**src/rtl/bongo_hit_scheduler.sv**
```systemverilog
// Bongo hit scheduler: edge-detects sensor hits and feeds one shared drum-voice engine.
// Optional per-channel grant counters are built when HIT_STATS_EN is defined.
module bongo_hit_scheduler #(
   parameter int GAP_CYC  = 250000,
   parameter int PLAY_MAX = 2500000,
   parameter int CW       = 22
) (
   input  logic        clk,
   input  logic        rst,
   input  logic [1:0]  bongo_hit,
   input  logic [1:0]  ch_enable,
   input  logic        eng_done,
   output logic        eng_start,
   output logic        eng_ch,
   output logic        sched_busy,
   output logic [1:0]  pending,
   output logic        overrun,
   output logic        timeout,
   output logic [15:0] hits_l,
   output logic [15:0] hits_r
);

   typedef enum logic [1:0] {
      IDLE,
      START,
      PLAY,
      GAP
   } state_t;

   localparam logic [CW-1:0] PLAY_LAST = CW'(PLAY_MAX - 1);
   localparam logic [CW-1:0] GAP_LAST  = CW'(GAP_CYC - 1);

   state_t        state, state_nx;
   logic [1:0]    prev;
   logic [1:0]    rise;
   logic [1:0]    clr;
   logic [1:0]    pend_nx;
   logic          grant, grant_nx;
   logic          rr;
   logic [CW-1:0] cnt, cnt_nx;
   logic          to_set;
   logic          ovr_set;

   assign eng_start  = (state == START);
   assign eng_ch     = grant;
   assign sched_busy = (state != IDLE);

   // A rise on the channel being cleared this cycle re-arms it without overrun.
   always_comb begin
      rise    = bongo_hit & ~prev & ch_enable;
      clr     = (state == START) ? (2'b01 << grant) : 2'b00;
      pend_nx = (pending & ~clr) | rise;
      ovr_set = |(rise & pending & ~clr);
   end

   always_comb begin
      state_nx = state;
      grant_nx = grant;
      cnt_nx   = cnt;
      to_set   = 1'b0;
      case (state)
         IDLE: begin
            if (pending != 2'b00) begin
               state_nx = START;
               grant_nx = (pending == 2'b11) ? rr : pending[1];
            end
         end
         START: begin
            state_nx = PLAY;
            cnt_nx   = '0;
         end
         PLAY: begin
            if (eng_done) begin
               state_nx = GAP;
               cnt_nx   = '0;
            end else if (cnt == PLAY_LAST) begin
               state_nx = GAP;
               cnt_nx   = '0;
               to_set   = 1'b1;
            end else begin
               cnt_nx = cnt + 1'b1;
            end
         end
         GAP: begin
            if (cnt == GAP_LAST) begin
               state_nx = IDLE;
               cnt_nx   = '0;
            end else begin
               cnt_nx = cnt + 1'b1;
            end
         end
         default: state_nx = IDLE;
      endcase
   end

   // rr holds the channel preferred on the next tie.
   always_ff @(posedge clk) begin
      if (rst) begin
         state   <= IDLE;
         prev    <= 2'b00;
         pending <= 2'b00;
         grant   <= 1'b0;
         rr      <= 1'b0;
         cnt     <= '0;
         overrun <= 1'b0;
         timeout <= 1'b0;
      end else begin
         state   <= state_nx;
         prev    <= bongo_hit;
         pending <= pend_nx;
         grant   <= grant_nx;
         cnt     <= cnt_nx;
         if (ovr_set) overrun <= 1'b1;
         if (to_set) timeout <= 1'b1;
         if (state == START) rr <= ~grant;
      end
   end

`ifdef HIT_STATS_EN
   always_ff @(posedge clk) begin
      if (rst) begin
         hits_l <= 16'h0000;
         hits_r <= 16'h0000;
      end else if (state == START) begin
         if (grant) begin
            if (hits_r != 16'hFFFF) hits_r <= hits_r + 16'd1;
         end else begin
            if (hits_l != 16'hFFFF) hits_l <= hits_l + 16'd1;
         end
      end
   end
`else
   assign hits_l = 16'h0000;
   assign hits_r = 16'h0000;
`endif

endmodule

```
**config.mk**
```make
export PLATFORM = sky130hd
export DESIGN_NAME = bongo_hit_scheduler
export DESIGN_NICKNAME = d
export VERILOG_FILES = /design/src/rtl/bongo_hit_scheduler.sv
export SDC_FILE = /design/constraint.sdc
export NUM_CORES = 1
export LEC_CHECK = 0
export CAP_MARGIN = 40
export CORE_MARGIN = 1.5
export CORE_UTILIZATION = 30
export CTS_CLUSTER_SIZE = 8
export DETAILED_ROUTE_END_ITERATION = 12
export HOLD_SLACK_MARGIN = 0.15
export SETUP_SLACK_MARGIN = 0.02
export SYNTH_ARGS = -nofsm -noshare
export SYNTH_HDL_FRONTEND = slang
export SYNTH_SLANG_ARGS = --single-unit
export TNS_END_PERCENT = 30
```
**constraint.sdc**
```tcl
create_clock -name clk -period 2.7 [get_ports clk]
set_input_delay 0.54 -clock clk [delete_from_list [all_inputs] [get_ports clk]]
set_output_delay 0.54 -clock clk [all_outputs]
set_load 0.02 [all_outputs]
```
# ---- After elaboration in Yosys (flattened, before gate mapping)
# Cells that the tools add are included.
dict set report totals {
  wordCells 49
  in_bits 7
  regBits 32
}
dict set report classes {
  add_sub_neg 1
  shifts 1
  n_reduce_logical 7
  n_eq_ne 9
  n_bitwise 9
  muxes 14
}
# op n
set ops {}
lappend ops {{$mux W22} 3}
lappend ops {{$pmux W22 S3} 1}
lappend ops {{$add A22 B1 Y22 const B} 1}
lappend ops {{$eq A22 B18 Y1 const B} 1}
lappend ops {{$eq A22 B22 Y1 const B} 1}
lappend ops {{$and A2 B2 Y2} 5}
lappend ops {{$mux W2} 5}
lappend ops {{$pmux W2 S4} 1}
lappend ops {{$eq A2 B2 Y1 const B} 3}
lappend ops {{$mux W1} 4}
lappend ops {{$ne A2 B2 Y1 const B} 2}
lappend ops {{$not A2 Y2} 2}
lappend ops {{$reduce_bool A2 Y1} 2}
lappend ops {{$ne A3 B3 Y1 const B} 1}
lappend ops {{$reduce_and A3 Y1} 1}
lappend ops {{$reduce_bool A3 Y1} 1}
lappend ops {{$eq A2 B1 Y1 const B} 1}
lappend ops {{$logic_not A2 Y1} 1}
lappend ops {{$or A2 B2 Y2} 1}
lappend ops {{$reduce_and A2 Y1} 1}
lappend ops {{$reduce_or A2 Y1} 1}
lappend ops {{$shl A1 B1 Y2 const A} 1}
lappend ops {{$not A1 Y1} 1}

# ---- Longest topological paths before layout
dict set report logic_depth {
  ltp_word 6
  ltp_mapped 8
  ltp_nobuf 7
}

# ---- Worst setup path after synthesis
# Ideal clock, no wire load.
dict set report synth_path {
  path_kind {reg-to-reg}
  start {register cnt[18]}
  end {register cnt[18]}
  synth_period_minus_slack_ps 2173
  setup_ps 124
  slack_ps 527
  required_ps 2576
  arrival_time_ps 2050
  path_stages_with_launch 8
  cell_sequence {dfxtp_1 nand2_1 or4b_4 o41ai_4 a21oi_2 buf_6 a31oi_1 o31ai_1}
}
dict set report synth_between {
  elab_chain_cells 4
  word_cells_on_any_way 7
}
# element line_no
set synth_rtl {}
lappend synth_rtl {{start: declaration} 40} ;# logic [CW-1:0] cnt, cnt_nx;
lappend synth_rtl {{start signal: assignment} 112} ;# cnt <= cnt_nx;
lappend synth_rtl {{$add A22 B1 Y22 / $eq A22 B22 Y1 (equally long branches)} {81, 89, 76}}
lappend synth_rtl {{$mux W22} 76} ;# end else if (cnt == PLAY_LAST) begin
lappend synth_rtl {{$mux W22} 73} ;# if (eng_done) begin
lappend synth_rtl {{$pmux W22 S3 *} 61} ;# case (state)
# Mark *: on every way between the ends. The rest lies on a longest branch, timed or not.
# A chain may end at the register's enable or synchronous reset.

# ---- Final worst setup path
# Ends and elaborated chain as after synthesis.

==> flow_metrics.tcl <==
set metrics [dict create \
    status "completed" \
    postCtsHoldBufs 0 \
    htree_num_levels 2 \
    synthArstFlopShare_pct 0 \
    synth_top_area_cell "dfxtp_1" \
    io_buffers 13 \
    yosysWarnings 0 \
    finalSetupViolCount 0 \
    min-delay-path-class "reg -> reg" \
    synthXorXnorAreaFrac_pct 0 \
    antenna_found_initial 0 \
    grt_max_degree 24 \
    grt_use_total_pct 11.6 \
    p_per_area_nw_per_um2 655 \
    fill_cells 702 \
    nNetsFinal 273 \
    irDropWorstVdd_mv 0.474 \
    synth_seq_area_share_pct 32.9 \
    synth_area_leaders "dfxtp_1 (33%), buf_4 (12%), nand2_1 (5.2%)" \
    slew_viol_final 0 \
    synth-compound-area-share_pct 18.6 \
    cp-start-kind "register" \
    timing.final.crit_share_pct 91.6 \
    wire_per_inst_um 11.8 \
    yosys.area_share.adder_pct 3.86 \
    leakage_uw 0.000788 \
    timing.setup.tns_ps 0 \
    cts_resized 0 \
    drcViolationCount 0 \
    clkTransAtPathRegs_ps 70 \
    cts_setup_buffers 0 \
    grt_overflow 0 \
    finClkSkew_ps 5.42 \
    drv_cap 0 \
    worstSetupEndpointType "register" \
    ant_nets 0 \
    holdWs_ps 475 \
    die_w_um 83.6 \
    pin_count 46 \
    dp_hpwl_um 2920 \
    rsz0062_at_grt "false" \
    fmax_ghz 0.404 \
    synth_cell_types 45 \
    synth-main-ff-cell "dfxtp_1" \
    r2r_slack_ps 230 \
    drtPass1Iterations 4 \
    clk_latency_ps 280 \
    crit_path_max_fanout 11 \
    fp-row-count 29 \
    vias 1641 \
    cts.path.max_buffers 2 \
    path_class "reg -> reg" \
    via_per_inst 4.86 \
    crit_slowest_cell "o41ai_4" \
    grt_pass1_wl_um 6640 \
    synth_edf_count 0 \
    cts_buffers 5 \
    start_util_pct 30.8 \
    hold_violations 0 \
    cpPeakStageDelay_ps 600 \
    cts_root_buffer "clkbuf_8" \
    worstMarginPinSlew_ps 719 \
    n_antenna_cell 0 \
    synthesis.area_um2 1950 \
    gp_congestion 0.842 \
    period_needed_ps 2470 \
    slew_headroom_pct 51.9 \
    synth-simple-area-share_pct 25.3 \
    cpLargestDelayFamily "compound AO/OA/AOI/OAI gates" \
    die_y_um 83.6 \
    synth.area.mux_share_pct 3.15 \
    grt_pass1_vias 1389 \
    cts.sinks 32 \
    crit_chain "nand2_1 > or4b_4 > o41ai_4 > a21oi_2 > buf_4 > a31oi_1 > o31ai_1" \
    core_area_um2 6310 \
    syn_inst 240 \
    crit_buf_inv 1 \
    synth.top_cell.area_share_pct 32.9 \
    synth_top_family_by_area "simple AND/OR/NAND/NOR gates" \
    totalWireLength_um 3990 \
    dieArea_um2 6980 \
    critical_path_required_ps 2860 \
    ys_ff_latch 32 \
    avgSynthCellArea_um2 8.11 \
    cts_tree "built" \
    mostFrequentLayoutCells "conb_1 (32), dfxtp_1 (32), nand2_1 (27)" \
    areaGrowthSynthToFinish_pct 11.9 \
    drive_gt1_share_pct 9.96 \
    drtIter0Drc 90 \
    crit_arrival_ps 2640 \
]
==> final timing paths <==
check / cells past startpoint / start / to
setup / recovery: 7 / cnt[18] / cnt[18]
hold / removal: 2 / timeout / timeout
setup reg to reg: 7 / cnt[18] / cnt[18]
hold reg to reg: 2 / timeout / timeout
==> worst register-to-register path: cells and delay by family (launching register included) <==
family / cells / cell delay, ps
and+or+nand+nor: 2 / 700
buffers and inverters: 1 / 210
AOI/OAI and AO/OA: 4 / 1030
DFF: 1 / 420
==> Yosys cell counts (all sizes together), types with 2 or more instances <==
cell type   n
o211ai      6
nor3        4
o21ai      12
and3        2
clkbuf      5
a221oi      2
nand2      27
nor2b       5
a21oi      16
inv         7
nor2       14
a22oi       3
dfxtp      32
buf        35
or3         3
a211oi      5
nor4        4
mux2i       5
o31ai       3
nand2b      2
ha          6
nand4       5
nand3b      4
nand3      17
==> per-layer routing <==
| metal | global-route usage, % | vias up | part of all wire (%) |
|---|---|---|---|
| met1 | 16.2 | 755 | 51 |
| met5 | 0 | - | 0 |
| met2 | 17.0 | 46 | 43 |
| met3 | 2.67 | 4 | 4.8 |
| li1 | - | 836 | - |
| met4 | 4.92 | 0 | 1.3 |
==> state kept, by name, summed over array words and instances (netlist names) <==
register / flops
rr: 1
prev: 2
eng_ch: 1
timeout: 1
state: 2
pending: 2
overrun: 1
cnt: 22
==> kinds of logic after synthesis <==
kind of cell / after synthesis
and+or+nand+nor: 95
AOI/OAI and AO/OA: 53
buffers and inverters: 47
DFF: 32
muxes: 6
adders and majority gates: 6
other: 1
==> where the power goes <==
group	internal [µW]	total, µW	leakage (µW)	switching (µW)
registers	500	522	0.000259	22.4
clock network	274	448	0.0000552	174
logic	175	456	0.000474	281
total	948	1430	0.000788	478
==> per-stage QoR <==
stage	power [µW]	worst slack, ps	std cells	instance area [µm²]	util, %
floorplan	890	527	271	2060	-
global placement	988	336	330	2070	32.8
detailed placement	987	247	330	2070	32.8
CTS	1440	222	338	2180	34.5
global route	1510	120	338	2180	34.5
finish	1430	226	338	2180	34.5
==> layout make-up <==
class	count	area, µm²	share of cell area, %
tap	77	96.3	4.42
clock buffer	6	72.6	3.33
inverter	7	26.3	1.21
clock inverter	2	35.0	1.61
sequential	32	641	29.4
multi-input combinational	192	1110	50.9
timing repair buffer	22	198	9.08
Power figures use the tool's default switching activity.
